File: config.mk
export PLATFORM = sky130hd
export DESIGN_NAME = pipelined_cla_addsub
export DESIGN_NICKNAME = d
export VERILOG_FILES = /design/src/rtl/pipelined_cla_addsub.sv
export SDC_FILE = /design/constraint.sdc
export NUM_CORES = 1
export LEC_CHECK = 0
export CELL_PAD_IN_SITES_DETAIL_PLACEMENT = 1
export CELL_PAD_IN_SITES_GLOBAL_PLACEMENT = 2
export CORE_ASPECT_RATIO = 2
export CORE_MARGIN = 2
export CORE_UTILIZATION = 29
export CTS_CLUSTER_DIAMETER = 150
export CTS_CLUSTER_SIZE = 10
export DETAILED_ROUTE_END_ITERATION = 7
export GPL_ROUTABILITY_DRIVEN = 0
export PLACE_DENSITY = 0.84
export SLEW_MARGIN = 20
export SYNTH_ARGS = -nofsm -noshare
export SYNTH_HDL_FRONTEND = slang
export SYNTH_SLANG_ARGS = --single-unit
export TNS_END_PERCENT = 5
File: constraint.sdc
create_clock -name clk -period 3 [get_ports clk]
set_input_delay 0.45 -clock clk [delete_from_list [all_inputs] [get_ports clk]]
set_output_delay 0.45 -clock clk [all_outputs]
set_load 0.01 [all_outputs]
File: src/rtl/pipelined_cla_addsub.sv
// pipelined_cla_addsub
//   Two-stage pipelined carry-lookahead adder/subtractor built from 4-bit
//   lookahead groups. Stage 1 forms per-bit propagate/generate and the
//   group propagate/generate terms. Stage 2 resolves the inter-group carries
//   with a flattened second-level lookahead, forms the sum and flags, and
//   registers everything. A valid/ready handshake supports backpressure.
//
// Ports
//   clk        rising-edge clock
//   rst        synchronous, active-high reset
//   A, B       operands (WIDTH bits)
//   Ci         carry-in, add mode only
//   sub        0: A+B+Ci   1: A-B (A+~B+1, Ci ignored)
//   in_valid   operands valid this cycle
//   in_ready   stage 1 can accept
//   sum        result (WIDTH bits)
//   Co         carry-out of MSB (sub mode: 1 = no borrow)
//   ovf        signed overflow
//   zero       sum == 0
//   Pi, Gi     block propagate / generate for cascading
//   out_valid  result valid
//   out_ready  downstream accepts result

module pipelined_cla_addsub #(
  parameter int WIDTH = 16
) (
  input  logic             clk,
  input  logic             rst,
  input  logic [WIDTH-1:0] A,
  input  logic [WIDTH-1:0] B,
  input  logic             Ci,
  input  logic             sub,
  input  logic             in_valid,
  output logic             in_ready,
  output logic [WIDTH-1:0] sum,
  output logic             Co,
  output logic             ovf,
  output logic             zero,
  output logic             Pi,
  output logic             Gi,
  output logic             out_valid,
  input  logic             out_ready
);

  localparam int NGRP = WIDTH / 4;

  generate
    if (WIDTH < 4 || WIDTH > 64 || (WIDTH % 4) != 0) begin : g_bad_width
      $error("pipelined_cla_addsub: WIDTH must be a multiple of 4 in 4..64");
    end
  endgenerate

  // Flattened second-level lookahead: every group carry is a sum of
  // products over Pg/Gg and cin, so no carry ripples group to group.
  function automatic logic [NGRP:0] group_carries(
    input logic [NGRP-1:0] pg,
    input logic [NGRP-1:0] gg,
    input logic            cin
  );
    logic [NGRP:0] cg;
    logic          t;
    cg    = '0;
    cg[0] = cin;
    for (int k = 0; k < NGRP; k++) begin
      t = cin;
      for (int m = 0; m <= k; m++) t = t & pg[m];
      cg[k+1] = t;
      for (int j = 0; j <= k; j++) begin
        t = gg[j];
        for (int m = j + 1; m <= k; m++) t = t & pg[m];
        cg[k+1] = cg[k+1] | t;
      end
    end
    return cg;
  endfunction

  // Block generate: carry out of the whole block with zero carry-in.
  function automatic logic block_generate(
    input logic [NGRP-1:0] pg,
    input logic [NGRP-1:0] gg
  );
    logic g;
    logic t;
    g = 1'b0;
    for (int j = 0; j < NGRP; j++) begin
      t = gg[j];
      for (int m = j + 1; m < NGRP; m++) t = t & pg[m];
      g = g | t;
    end
    return g;
  endfunction

  // ---------------------------------------------------------------------
  // Handshake
  // ---------------------------------------------------------------------
  logic s1_valid;
  logic s2_adv;
  logic s1_adv;
  logic accept;

  assign s2_adv   = !out_valid | out_ready;
  assign s1_adv   = s1_valid & s2_adv;
  assign in_ready = !s1_valid | s2_adv;
  assign accept   = in_valid & in_ready;

  // ---------------------------------------------------------------------
  // Stage 1: propagate / generate
  // ---------------------------------------------------------------------
  logic [WIDTH-1:0] bx;
  logic [WIDTH-1:0] p_in;
  logic [WIDTH-1:0] g_in;
  logic             c0_in;
  logic [NGRP-1:0]  pg_in;
  logic [NGRP-1:0]  gg_in;

  always_comb begin
    bx    = sub ? ~B : B;
    c0_in = sub ? 1'b1 : Ci;
    p_in  = A ^ bx;
    g_in  = A & bx;
    pg_in = '0;
    gg_in = '0;
    for (int k = 0; k < NGRP; k++) begin
      pg_in[k] = &p_in[4*k +: 4];
      gg_in[k] = g_in[4*k+3]
               | (p_in[4*k+3] & g_in[4*k+2])
               | (p_in[4*k+3] & p_in[4*k+2] & g_in[4*k+1])
               | (p_in[4*k+3] & p_in[4*k+2] & p_in[4*k+1] & g_in[4*k]);
    end
  end

  logic [WIDTH-1:0] s1_p;
  logic [WIDTH-1:0] s1_g;
  logic [NGRP-1:0]  s1_pg;
  logic [NGRP-1:0]  s1_gg;
  logic             s1_c0;

  always_ff @(posedge clk) begin
    if (rst) begin
      s1_valid <= 1'b0;
      s1_p     <= '0;
      s1_g     <= '0;
      s1_pg    <= '0;
      s1_gg    <= '0;
      s1_c0    <= 1'b0;
    end else begin
      if (accept) begin
        s1_valid <= 1'b1;
        s1_p     <= p_in;
        s1_g     <= g_in;
        s1_pg    <= pg_in;
        s1_gg    <= gg_in;
        s1_c0    <= c0_in;
      end else if (s1_adv) begin
        s1_valid <= 1'b0;
      end
    end
  end

  // ---------------------------------------------------------------------
  // Stage 2: carries, sum, flags
  // ---------------------------------------------------------------------
  logic [NGRP:0]    cg;
  logic [WIDTH:0]   c;
  logic [WIDTH-1:0] sum_nx;
  logic             co_nx;
  logic             ovf_nx;
  logic             zero_nx;
  logic             pi_nx;
  logic             gi_nx;

  always_comb begin
    cg = group_carries(s1_pg, s1_gg, s1_c0);
    c  = '0;
    // Intra-group carries: 4-bit lookahead seeded by the group carry.
    for (int k = 0; k < NGRP; k++) begin
      c[4*k]   = cg[k];
      c[4*k+1] = s1_g[4*k] | (s1_p[4*k] & cg[k]);
      c[4*k+2] = s1_g[4*k+1]
               | (s1_p[4*k+1] & s1_g[4*k])
               | (s1_p[4*k+1] & s1_p[4*k] & cg[k]);
      c[4*k+3] = s1_g[4*k+2]
               | (s1_p[4*k+2] & s1_g[4*k+1])
               | (s1_p[4*k+2] & s1_p[4*k+1] & s1_g[4*k])
               | (s1_p[4*k+2] & s1_p[4*k+1] & s1_p[4*k] & cg[k]);
    end
    c[WIDTH] = cg[NGRP];
    sum_nx   = s1_p ^ c[WIDTH-1:0];
    co_nx    = c[WIDTH];
    ovf_nx   = c[WIDTH] ^ c[WIDTH-1];
    zero_nx  = ~|sum_nx;
    pi_nx    = &s1_pg;
    gi_nx    = block_generate(s1_pg, s1_gg);
  end

  always_ff @(posedge clk) begin
    if (rst) begin
      out_valid <= 1'b0;
      sum       <= '0;
      Co        <= 1'b0;
      ovf       <= 1'b0;
      zero      <= 1'b0;
      Pi        <= 1'b0;
      Gi        <= 1'b0;
    end else begin
      if (s2_adv) out_valid <= s1_valid;
      // Result registers only change when a real op moves in, so they
      // stay stable under backpressure and read 0 until the first result.
      if (s1_adv) begin
        sum  <= sum_nx;
        Co   <= co_nx;
        ovf  <= ovf_nx;
        zero <= zero_nx;
        Pi   <= pi_nx;
        Gi   <= gi_nx;
      end
    end
  end

endmodule

== Yosys cells after proc, flatten, opt, wreduce, memory -nomap -nowiden ==
Index checks and enable logic that the tools add are counted.
Word-level totals
  register bits: 63
  output and inout port bits: 23
  word-level logic and storage cells: 151
Operators by class
  mux-type cells: 4
  bitwise logic cells: 124
  reductions and logical operators: 10
Operators by type and width (number)
  $and A1 B1 Y1: 68
  $or A1 B1 Y1: 51
  $xor A16 B16 Y16: 2
  $reduce_and A4 Y1: 5
  $and A16 B16 Y16: 1
  $mux W16: 1
  $not A16 Y16: 1
  $reduce_or A16 Y1: 1
  $logic_not A1 Y1: 3
  $mux W1: 3
  $reduce_bool A2 Y1: 1
  $xor A1 B1 Y1: 1

== Logic depth before layout (Yosys ltp) ==
  word-level depth: 11
  gate-level depth with buffers: 10

== Least setup slack after synthesis ==
Ideal clock, no wire load.
  path type: register to register
  start point: register s1_c0
  end point: register zero
  library setup time: 0.084 ns
  data arrival time: 2.263 ns
  required time: 2.916 ns
  slack: 0.652 ns
  cell stages (with the launch flop): 11
  path buffers: 0
  clock period less this slack: 2.348 ns
  cell sequence: dfxtp_1 a21o_2 a21o_1 a21o_1 ha_1 nor2_1 xor2_1 and4b_1 nand4_1 or4_1 o31ai_2
Between the ends
  cells in the longest elaborated chain, start to end: 11
  elaborated cells between the ends (all ways): 36
  classes of those cells: bitwise: 34; reduce/logical: 2
Ends and longest elaborated chain
  start, declared: RTL line 136  | logic s1_c0;
  start signal, assigned: RTL line 153  | s1_c0 <= c0_in;
  $and A1 B1 Y1 (3 in series): RTL line 66  | for (int m = 0; m <= k; m++) t = t & pg[m];
  $or A1 B1 Y1 (3 in series): RTL line 71  | cg[k+1] = cg[k+1] | t;
  $and A1 B1 Y1, on equally long branches: RTL line 178, 181, 185
  $or A1 B1 Y1, on equally long branches: RTL line 178, 181, 185
  $xor A16 B16 Y16 *: RTL line 188  | sum_nx = s1_p ^ c[WIDTH-1:0];
  $reduce_or A16 Y1 *: RTL line 191  | zero_nx = ~|sum_nx;
  $logic_not A1 Y1 *: RTL line 191
  end signal, assigned: RTL line 213  | zero <= zero_nx;
  end, declared: RTL line 38  | output logic zero,
Every way passes the cells marked *; elsewhere a longest branch is shown, timed or not.
A chain may end at the register's enable or synchronous reset.

== Final worst setup path ==
Same ends and word-level chain as after synthesis.

==> flow_summary_export.csv <==
group,metric,value,unit
grt,grt_pass1_wl,13600,um
clock_network,numCtsBuffers,9,
power,ir_drop,0.282,mV
clock_network,postCtsSetupBuffers,0,
power,power_switching,0.591,mW
worst_setup_path,cp.required,3.25,ns
synthesis,yosys_warnings,0,
worst_setup_path,cp_max_fo,5,
sta,slew_violations,0,
power,seqPwrFrac,38.8,%
routing,antenna_left,0,
routing,post_drt_wl_per_cell,14.2,um
die,core,10000,um2
clock_network,hold_buffers,0,
sta,layout_min_cycle_time,2.53,ns
sta,clock-skew-final,0.00436,ns
sta,setup-violations-final,0,
clock_network,cts_tree,"done",
routing,drt_iter0_markers,78,
power,swShare,25.6,%
layout,antenna_cells,0,
synthesis,synthFlopType,"dfxtp_1",
die,initial_core_util,29.4,%
sta,hold_viol,0,
power,p_leak,1.58,nW
synthesis,synth-edff-count,0,
worst_setup_path,endpoint_kind,"flop",
synthesis,async_flop_share,0,%
worst_setup_path,crit_arrival,2.78,ns
die,ios,61,
sta,slew_headroom,50.0,%
clock_network,cts_htree_levels,3,
worst_hold_path,min_path_type,"flop to flop",
routing,avgViaCountPerCell,4.76,
synthesis,synth_nets,429,
worst_setup_path,path_cells,"a21o_2 > a21o_1 > a21o_1 > ha_1 > nor2_1 > xor2_1 > and4b_1 > nand4_1 > or4_1 > o31ai_2",
clock_network,clk_pin_slew,0.05,ns
synthesis,syn_avg_cell_area,7.95,um2
worst_setup_path,worstSetupPathType,"flop to flop",
die,die-area,11000,um2
grt,grtUsageTotal,16.2,%
die,die_w,75.3,um
layout,drive_gt1_share,7.60,%
worst_setup_path,cp_common_cell,"a21o_1",
worst_setup_path,start_kind,"flop",
routing,dr_total_vias,2708,
flow_run,drv_cap,0,
worst_hold_path,min_path_cells,2,
sta,max_freq,395,MHz
sta,rsz0062_at_grt,"false",
worst_setup_path,critPathMaxStageDelay,0.50,ns
synthesis,synth_seq_cells,60,
clock_network,clock_path_buffers,2,
sta,tns,0,ns
sta,worst_pin_slew,0.750,ns
clock_network,cts_root_buf,"clkbuf_16",
power,powerDensity,575,nW/um2
status,status,"complete, no violations",
worst_setup_path,rr_worst_depth,10,
sta,hold_ws,0.455,ns
synthesis,synth_cells,371,
synthesis,synth_cell_type_count,35,
layout,fin_nets,487,
placement,portBuffers,60,
die,die_h,147,um
synthesis,syn_area,2950,um2
placement,dp_hpwl,6420,um
grt,grt.overflow.total,0,
worst_setup_path,slowest_stage,"or4_1",
sta,fin_crit_sh,84.4,%
routing,finalWirelength,8070,um
power,clkPwrFrac,44.6,%
grt,grt_pass1_vias,2838,
clock_network,cts.repair.resized,0,
routing,first_pass_iters,6,
power,p_int,1.71,mW
layout,area_delta_synth_final,36.0,%
grt,grt_antenna_before_repair,0,
clock_network,cts_sinks,60,
synthesis,seq_area_frac_synth,40.7,%
routing,drc_errors,0,
power,pwr-share-comb,16.6,%
clock_network,clkLatencyLatePin,0.33,ns
layout,nFillCells,1239,
die,row_count,52,
grt,grt_max_degree,43,
[kinds of logic after synthesis]
kind of cell	after synthesis	synth area share, %
buffers and inverters	21	2.72
AND/OR/NAND/NOR	154	22.0
XOR/XNOR	29	8.62
AO/OA/AOI/OAI	87	17.4
adder cells (fa/ha/maj)	20	8.49
flip-flops	60	40.7
[state kept, by name, summed over array words and instances, names as in the netlist, 4 cells and up]
name / flops
s1_gg: 4
s1_p: 16
sum: 16
s1_g: 12
s1_pg: 4
[cell usage after synthesis (2+ instances only)]
master,n,area [um2]
a211oi_1,6,45.0
a21o_1,4,30.0
a21oi_1,58,290
a21oi_2,3,26.3
a31oi_1,2,12.5
buf_1,4,15.0
clkbuf_1,16,60.1
dfxtp_1,60,1200
ha_1,20,250
nand2_1,86,323
nand3b_1,2,15.0
nand4_1,6,37.5
nor2_1,40,150
nor2b_1,6,37.5
nor3_1,7,35.0
o21ai_0,5,25.0
xnor2_1,4,35.0
xor2_1,25,219
[final timing paths]
check / slack, ns / endpoint / startpoint
max reg2reg: 0.47 / zero$_SDFFE_PP0P_ / s1_c0$_SDFFE_PP0P_
max: 0.47 / zero$_SDFFE_PP0P_ / s1_c0$_SDFFE_PP0P_
min: 0.45 / sum[10]$_SDFFE_PP0P_ / sum[10]$_SDFFE_PP0P_
min reg2reg: 0.45 / sum[10]$_SDFFE_PP0P_ / sum[10]$_SDFFE_PP0P_
[metrics by stage]
stage | util, % | power (mW) | instance area [um2] | instances | setup slack [ns]
final | 40.0 | 2.30 | 4010 | 569 | 0.468
after global routing | 40.0 | 2.42 | 4010 | 569 | 0.261
after CTS | 40.0 | 2.34 | 4010 | 569 | 0.445
after detailed placement | 37.0 | 1.30 | 3700 | 553 | 0.451
after global placement | 37.0 | 1.29 | 3700 | 553 | 0.552
after floorplan | - | 1.13 | 2950 | 371 | 0.652
[cell type report]
class	count	area (um2)	area share, %
clock inverter	5	50.0	1.25
timing repair buffer	68	668	16.7
tap	135	169	4.21
sequential	60	1200	30.0
multi-input combinational	290	1670	41.6
clock buffer	11	253	6.31
[metal layers]
| layer | up-vias | global-route usage (%) | wire length [um] |
|---|---|---|---|
| li1 | 1374 | - | - |
| met1 | 1271 | 17.1 | 3050 |
| met2 | 54 | 29.6 | 4650 |
| met3 | 9 | 3.17 | 226 |
| met4 | 0 | 6.58 | 147 |
| met5 | - | 0 | 0 |
[power by group through the flow]
stage	clock (mW)	combinational [mW]	sequential, mW
after floorplan	0	0.223	0.902
after global placement	0	0.378	0.908
after detailed placement	0	0.386	0.911
after CTS	1.05	0.389	0.894
after global routing	1.09	0.433	0.900
final	1.03	0.383	0.894
[placed cells by master, fill, tap and decap left out, types with 2 or more instances in the layout]
master,count
clkbuf_16,9
clkdlybuf4s50_1,59
a21oi_1,58
o21ai_0,5
nand2_1,86
xnor2_1,4
clkbuf_8,2
a211oi_1,6
a21o_1,4
a21oi_2,3
nor3_1,7
buf_4,7
a31oi_1,2
nand3b_1,2
nor2b_1,6
xor2_1,25
nand4_1,6
dfxtp_1,60
clkinv_2,4
nor2_1,40
ha_1,20
[worst max-delay path, delay by kind of cell, from the launching register on]
kind / cells / cell delay [ns]
XOR/XNOR: 1 / 0.18
flip-flops: 1 / 0.36
AO/OA/AOI/OAI: 4 / 0.82
AND/OR/NAND/NOR: 4 / 0.92
adder cells (fa/ha/maj): 1 / 0.17
(Power assumes the default switching activity.)
